==> src/rtl/pattern_scan_pkg.sv <==
// pattern_scan_pkg: shared state encoding and pattern defaults for the pattern scan controller
package pattern_scan_pkg;
  localparam int PAT_W = 3;
  localparam logic [PAT_W-1:0] PAT_RST_DEF = 3'b101;
  typedef enum logic [1:0] {IDLE = 2'd0, SHIFT = 2'd1, DONE = 2'd2} state_t;
endpackage

==> src/rtl/serial_pattern_fsm.sv <==
// serial_pattern_fsm: overlapping Mealy 3-bit pattern detector with a two-bit history
module serial_pattern_fsm
  import pattern_scan_pkg::*;
(
  input  logic             clock,
  input  logic             reset_n,
  input  logic             clr,
  input  logic             en,
  input  logic             bit_i,
  input  logic [PAT_W-1:0] pattern,
  output logic             match
);
  logic [1:0] hist;
  logic [1:0] len;
  always_ff @(posedge clock or negedge reset_n) begin
    if (!reset_n) begin
      hist <= '0;
      len  <= '0;
    end else if (clr) begin
      hist <= '0;
      len  <= '0;
    end else if (en) begin
      hist <= {hist[0], bit_i};
      len  <= (len == 2'd2) ? len : len + 2'd1;
    end
  end
  // hist[1] is the oldest bit, matching pattern bit 2 as the first serial bit
  assign match = en & (len == 2'd2) & ({hist, bit_i} == pattern);
endmodule

==> src/rtl/pattern_scan_ctrl.sv <==
// pattern_scan_ctrl: feeds a handshaked parallel word LSB-first into the serial detector and returns the match count
module pattern_scan_ctrl
  import pattern_scan_pkg::*;
#(
  parameter int               WIDTH   = 8,
  parameter int               CNT_W   = 4,
  parameter logic [PAT_W-1:0] PAT_RST = PAT_RST_DEF
) (
  input  logic             clock,
  input  logic             reset_n,
  input  logic             cfg_we,
  input  logic [PAT_W-1:0] cfg_pattern,
  input  logic             in_valid,
  input  logic [WIDTH-1:0] in_data,
  output logic             in_ready,
  output logic             out_valid,
  output logic [CNT_W-1:0] out_count,
  input  logic             out_ready,
  output logic             busy,
  output logic             match_o
);
  localparam int IDX_W = $clog2(WIDTH);
  state_t state, state_nx;
  logic [WIDTH-1:0] shreg;
  logic [IDX_W-1:0] idx;
  logic [CNT_W-1:0] count;
  logic [PAT_W-1:0] pattern;
  logic accept, last;
  assign accept = (state == IDLE) & in_valid;
  assign last   = idx == IDX_W'(WIDTH - 1);
  always_ff @(posedge clock or negedge reset_n) begin
    if (!reset_n) state <= IDLE;
    else state <= state_nx;
  end
  always_comb begin
    state_nx = (state == IDLE)  ? (in_valid  ? SHIFT : IDLE)  :
               (state == SHIFT) ? (last      ? DONE  : SHIFT) :
               (state == DONE)  ? (out_ready ? IDLE  : DONE)  : IDLE;
  end
  always_comb begin
    in_ready  = state == IDLE;
    out_valid = state == DONE;
    busy      = (state == SHIFT) | (state == DONE);
    out_count = count;
  end
  // a pattern written on the accepting edge is already in place for the first serial bit
  always_ff @(posedge clock or negedge reset_n) begin
    if (!reset_n) begin
      shreg   <= '0;
      idx     <= '0;
      count   <= '0;
      pattern <= PAT_RST;
    end else begin
      if ((state == IDLE) && cfg_we) pattern <= cfg_pattern;
      if (accept) begin
        shreg <= in_data;
        idx   <= '0;
        count <= '0;
      end else if (state == SHIFT) begin
        shreg <= shreg >> 1;
        idx   <= idx + 1'b1;
        count <= count + CNT_W'(match_o);
      end
    end
  end
  serial_pattern_fsm u_det (
    .clock   (clock),
    .reset_n (reset_n),
    .clr     (accept),
    .en      (state == SHIFT),
    .bit_i   (shreg[0]),
    .pattern (pattern),
    .match   (match_o)
  );
endmodule

==> config.mk <==
export PLATFORM = sky130hd
export DESIGN_NAME = pattern_scan_ctrl
export DESIGN_NICKNAME = d
export VERILOG_FILES = /design/src/rtl/pattern_scan_pkg.sv /design/src/rtl/serial_pattern_fsm.sv /design/src/rtl/pattern_scan_ctrl.sv
export SDC_FILE = /design/constraint.sdc
export NUM_CORES = 1
export LEC_CHECK = 0
export CAP_MARGIN = 15
export CORE_UTILIZATION = 54
export DETAILED_ROUTE_END_ITERATION = 7
export GPL_ROUTABILITY_DRIVEN = 0
export HOLD_SLACK_MARGIN = 0.12
export PLACE_DENSITY_LB_ADDON = 0.3
export RECOVER_POWER = 25
export SYNTH_ARGS = -nofsm -noshare
export SYNTH_HDL_FRONTEND = slang
export SYNTH_SLANG_ARGS = --single-unit
==> constraint.sdc <==
create_clock -name clock -period 2.7 [get_ports clock]
set_clock_uncertainty 0.15 [all_clocks]
set_input_delay 0.54 -clock clock [delete_from_list [all_inputs] [get_ports clock]]
set_output_delay 0.54 -clock clock [all_outputs]
set_load 0.01 [all_outputs]
# --- Word level (Yosys, flattened, before mapping) ---
# Index checks and enable logic that the tools add are counted.
op_classes:
  add_sub_neg: 3
  mul: 0
  div: 0
  order_cmp: 0
  n_eq_ne: 6
  shift: 0
  mux: 17
  n_bitwise: 4
  reduce_logical: 4
op_table:
  columns: ["cell", "count"]
  rows:
  - ["$mux W2", 10]
  - ["$mux W8", 2]
  - ["$mux W4", 2]
  - ["$mux W3", 2]
  - ["$add A4 B1 Y4", 1]
  - ["$eq A2 B2 Y1 const B", 2]
  - ["$add A3 B1 Y3 const B", 1]
  - ["$and A1 B1 Y1", 3]
  - ["$eq A3 B3 Y1", 1]
  - ["$eq A3 B3 Y1 const B", 1]
  - ["$add A2 B1 Y2 const B", 1]
  - ["$eq A2 B1 Y1 const B", 1]
  - ["$logic_not A2 Y1", 1]
  - ["$ne A2 B2 Y1 const B", 1]
  - ["$reduce_and A2 Y1", 1]
  - ["$reduce_bool A2 Y1", 1]
  - ["$logic_and A1 B1 Y1", 1]
  - ["$mux W1", 1]
  - ["$or A1 B1 Y1", 1]
word_totals:
  regBits: 24
  latchBits: 0
  mem_bits_rw: 0
  rom_bits: 0
  output_inout_bits: 8
  wordCells: 41
  memories: 0

# --- Longest topological paths before layout ---
depth:
  depth_word: 6
  mapped_depth: 10
  mapped_depth_nobuf: 9

# --- Hierarchy ---
# A second synthesis with hierarchy kept.
hier_totals:
  hier_cells: 116
  area_unflattened_um2: 1214.9
modules_own_cells:
  columns: ["mod", "instances", "cells_each", "area_each_um2"]
  rows:
  - ["pattern_scan_ctrl", 1, 94, 978.4]
  - ["serial_pattern_fsm", 1, 22, 236.5]

# --- Worst setup path before layout ---
# Ideal clock, no wire load.
synth_timing:
  kind: "register -> register"
  from: "register state[1]"
  to: "register count[1] (netlist: out_count[1])"
  setup_time_ps: 118
  arrival_ps: 1838
  required_ps: 2432
  slack_ps: 593
  path_stages_with_launch: 10
  path_buffers: 1
  cell_sequence: "dfrtp_1 > inv_1 > ha_1 > buf_6 > nand3_1 > nor3_1 > ha_1 > ha_1 > mux2i_1 > nor2_1"
synth_via:
  elab_chain_cells: 6
synth_lines:
  columns: ["element", "line_no", "source"]
  rows:
  - ["start: declaration", "pattern_scan_ctrl.sv:23", "state_t state, state_nx;"]
  - ["start signal: assignment", "pattern_scan_ctrl.sv:33", "else state <= state_nx;"]
  - ["$eq A2 B1 Y1", "pattern_scan_ctrl.sv:70", ".en (state == SHIFT),"]
  - ["$and A1 B1 Y1 (2 in series)", "serial_pattern_fsm.sv:28", "assign match = en & (len == 2'd2) & ({hist, bit_i} == pattern);"]
  - ["via match_o", "pattern_scan_ctrl.sv:20", "output logic match_o"]
  - ["$add A4 B1 Y4", "pattern_scan_ctrl.sv:62", "count <= count + CNT_W'(match_o);"]
  - ["$mux W4", "pattern_scan_ctrl.sv:59", "end else if (state == SHIFT) begin"]
  - ["$mux W4", "pattern_scan_ctrl.sv:55", "if (accept) begin"]
  - ["end signal: assignment", "pattern_scan_ctrl.sv:62", null]
  - ["end: declaration", "pattern_scan_ctrl.sv:26", "logic [CNT_W-1:0] count;"]
# The timed path passes the listed nets, and every way through them passes these cells. The select of a mux whose other input is x is not followed.
# A chain may end at the register's enable or synchronous reset.

# --- Worst setup path after layout ---
layout_timing:
  from: "register u_det.len[0]"
  to: "output match_o"
layout_via:
  elab_chain_cells: 3
layout_lines:
  columns: ["element", "line_no", "source"]
  rows:
  - ["start: declaration", "serial_pattern_fsm.sv:14", "logic [1:0] len;"]
  - ["start signal: assignment", "serial_pattern_fsm.sv:24", "len <= (len == 2'd2) ? len : len + 2'd1;"]
  - ["$eq A2 B2 Y1", "serial_pattern_fsm.sv:28", null]
  - ["$and A1 B1 Y1 (2 in series)", "serial_pattern_fsm.sv:28", null]
  - ["end: declaration", "pattern_scan_ctrl.sv:20", null]
# No other way between the ends.

==> results.sh <==
export IMPL_status="complete, no violations"
export IMPL_slowest_stage="clkdlybuf4s50_1"
export IMPL_post_cts_buffers=0
export IMPL_maxCapViolCount=0
export IMPL_h_tree_depth=1
export IMPL_coreArea_um2=2190
export IMPL_overflow=0
export IMPL_synth_top_area_cell="dfrtp_1"
export IMPL_hold_viol=0
export IMPL_grt_pass1_wl_mm=3.61
export IMPL_routed_wl_mm=2.12
export IMPL_place_area_um2=1460
export IMPL_final_area_um2=1500
export IMPL_clkSinkCount=24
export IMPL_clock_fmax_mhz=404
export IMPL_path_class="flip-flop to output pin"
export IMPL_antennaDiodeCount=0
export IMPL_cp_end_kind="output pin"
export IMPL_rows=17
export IMPL_ctsHoldBuffers=0
export IMPL_min_path_type="flip-flop to flip-flop"
export IMPL_num_vias=803
export IMPL_finalNetCount=154
export IMPL_postRouteAntennaNets=0
export IMPL_synth_fp_nets=129
export IMPL_dr_pass1_iters=4
export IMPL_period_share_pct=91.6
export IMPL_cts_tree="yes"
export IMPL_cp_cell_sequence="inv_1 > ha_1 > nand3_1 > nor3_2 > clkdlybuf4s50_1"
export IMPL_worstMarginPinSlew_ns=1.25
export IMPL_die_y_um=50.2
export IMPL_avgViaCountPerCell=5.11
export IMPL_max_vdd_ir_drop_mv=0.757
export IMPL_power_density_nw_per_um2=925
export IMPL_clock_tree_root_cell="clkbuf_4"
export IMPL_ys_seq_area_share_pct=48.1
export IMPL_cts_resized=0
export IMPL_synth_area_per_cell_um2=11.9
export IMPL_wire_per_inst_um=13.5
export IMPL_die_w_um=50.2
export IMPL_synth_most_common_cell="dfrtp_1"
export IMPL_portBuffers=23
export IMPL_slew_headroom_pct=16.6
export IMPL_layout_cells_non_filler=157
export IMPL_clockBufferDepth=2
export IMPL_yosys_warnings=0
export IMPL_cp_slowest_stage_delay_ns=0.58
export IMPL_leakagePower_nw=0.711
export IMPL_area_delta_synth_final_pct=19.5
export IMPL_synthesis_area_um2=1250
export IMPL_start_kind="flip-flop"
export IMPL_grt_pass1_vias=842
export IMPL_setup_tns_ns=0
export IMPL_dp_hpwl_mm=1.49
export IMPL_die_area_um2=2520
export IMPL_drt_iter0_markers=3
export IMPL_ys_ff_latch=24
export IMPL_boundaryPins=24
export IMPL_synth_common_cells="dfrtp_1, mux2i_1, nor2_1, nand2_1"
export IMPL_insertion_delay_ns=0.31
export IMPL_drive_gt1_share_pct=17.1
export IMPL_synth_cells=105
export IMPL_synthTopCellsByArea="dfrtp_1, mux2i_1, ha_1"
export IMPL_finalSetupViolations=0
export IMPL_worstPathMaxFanout=2
export IMPL_numCtsBuffers=3
export IMPL_dp_cells=153
export IMPL_async_reset_ff_share_pct=100
export IMPL_clkTransAtPathRegs_ns=0.13
export IMPL_ys_types=23
export IMPL_grt_max_degree=29
export IMPL_initial_core_util_pct=57.2
export IMPL_rsz0062_at_grt="false"
export IMPL_synth_top_area_share_pct=43.9
export IMPL_min_period_ns=2.47
export IMPL_grt_total_usage_pct=19.4
export IMPL_synth_flop_cell="dfrtp_1"
export IMPL_crit_required_ns=2.01
export IMPL_grt_antenna_before_repair=0
export IMPL_synth_edff_count=0
export IMPL_fill_cells=177
export IMPL_worstPathArrival_ns=1.78
export IMPL_drc=0
export IMPL_slew_violations=0
## worst paths after layout
path                                             end                startpoint  slack [ns]  cells past startpoint
max reg2reg                 out_count[1]$_DFFE_PN0P_  u_det.len[0]$_DFFE_PN0P_        0.87                      8
min                             shreg[7]$_DFFE_PN0P_      shreg[7]$_DFFE_PN0P_        0.41                      2
max                                          match_o  u_det.len[0]$_DFFE_PN0P_        0.23                      5
min in group asynchronous         state[0]$_DFF_PN0_                   reset_n        0.85                      2
min reg2reg                     shreg[7]$_DFFE_PN0P_      shreg[7]$_DFFE_PN0P_        0.41                      2
max in group asynchronous  u_det.hist[0]$_DFFE_PN0P_                   reset_n        0.81                      2
## worst max-delay path: cells and delay by family, from the launching register on
family	cells	cell delay [ns]
buffers and inverters	2	0.65
and+or+nand+nor	2	0.26
DFF	1	0.42
adders and majority gates	1	0.16
## layout by cell type (no fill, tap or decap)
master,netlist,layout
a21oi_1,1,1
and2_4,1,1
and2b_1,1,1
buf_4,0,1
clkbuf_1,0,1
clkbuf_4,0,3
clkbuf_8,0,1
clkdlybuf4s50_1,0,22
dfrtp_1,22,22
dfstp_2,2,2
dlygate4sd3_1,0,1
ha_1,8,8
inv_1,4,4
mux2_2,3,3
mux2i_1,14,14
nand2_1,10,10
nand2b_1,1,1
nand3_1,1,1
nand4_2,1,1
nor2_1,11,11
nor2_2,1,1
nor3_2,0,1
nor3b_1,2,2
o21ai_2,8,8
or2_1,1,1
xnor2_1,3,3
xor2_1,4,4
## area by class of cell
type | count | area [um2] | share of cell area [%]
inverter | 4 | 15.0 | 1.00
timing repair buffer | 25 | 241 | 16.1
sequential | 24 | 603 | 40.3
clock buffer | 4 | 36.3 | 2.42
tap | 28 | 35.0 | 2.34
multi-input combinational | 72 | 567 | 37.8
## stage by stage
stage	utilization [%]	hold slack, ns	setup WS (ns)	power (W)
floorplan	-	0.0944	0.593	0.00111
global placement	66.6	0.357	0.526	0.00116
detailed placement	66.6	0.368	0.498	0.00120
CTS	68.3	0.412	0.114	0.00139
global route	68.4	0.441	0.0990	0.00149
finish	68.4	0.409	0.226	0.00139
## flip-flops by register name, indices dropped and copies added, names as in the netlist
| signal | flops |
|---|---|
| shreg | 8 |
| out_count | 4 |
| idx | 3 |
| pattern | 3 |
| state | 2 |
| u_det.hist | 2 |
| u_det.len | 2 |
## report_power, final
group / internal [W] / switching, W
registers: 0.000503 / 0.0000876
clock network: 0.0000823 / 0.000107
logic: 0.000298 / 0.000307
total: 0.000883 / 0.000502
## routing by layer
metal / GRT usage (%) / wire, um / vias up
li1: - / - / 401
met1: 22.6 / 967 / 385
met2: 34.7 / 1070 / 15
met3: 3.33 / 71 / 2
met4: 8.57 / 20 / 0
met5: 0 / 0 / -
## cell families after synthesis
group / after synthesis / share of synthesized area, %
compound gates: 9 / 5.99
xor+xnor: 7 / 4.89
fa+ha+maj: 8 / 7.98
buf+inv: 9 / 7.09
flops: 24 / 48.1
mux: 17 / 13.9
simple gates: 31 / 12.1
(Power assumes the default switching activity.)
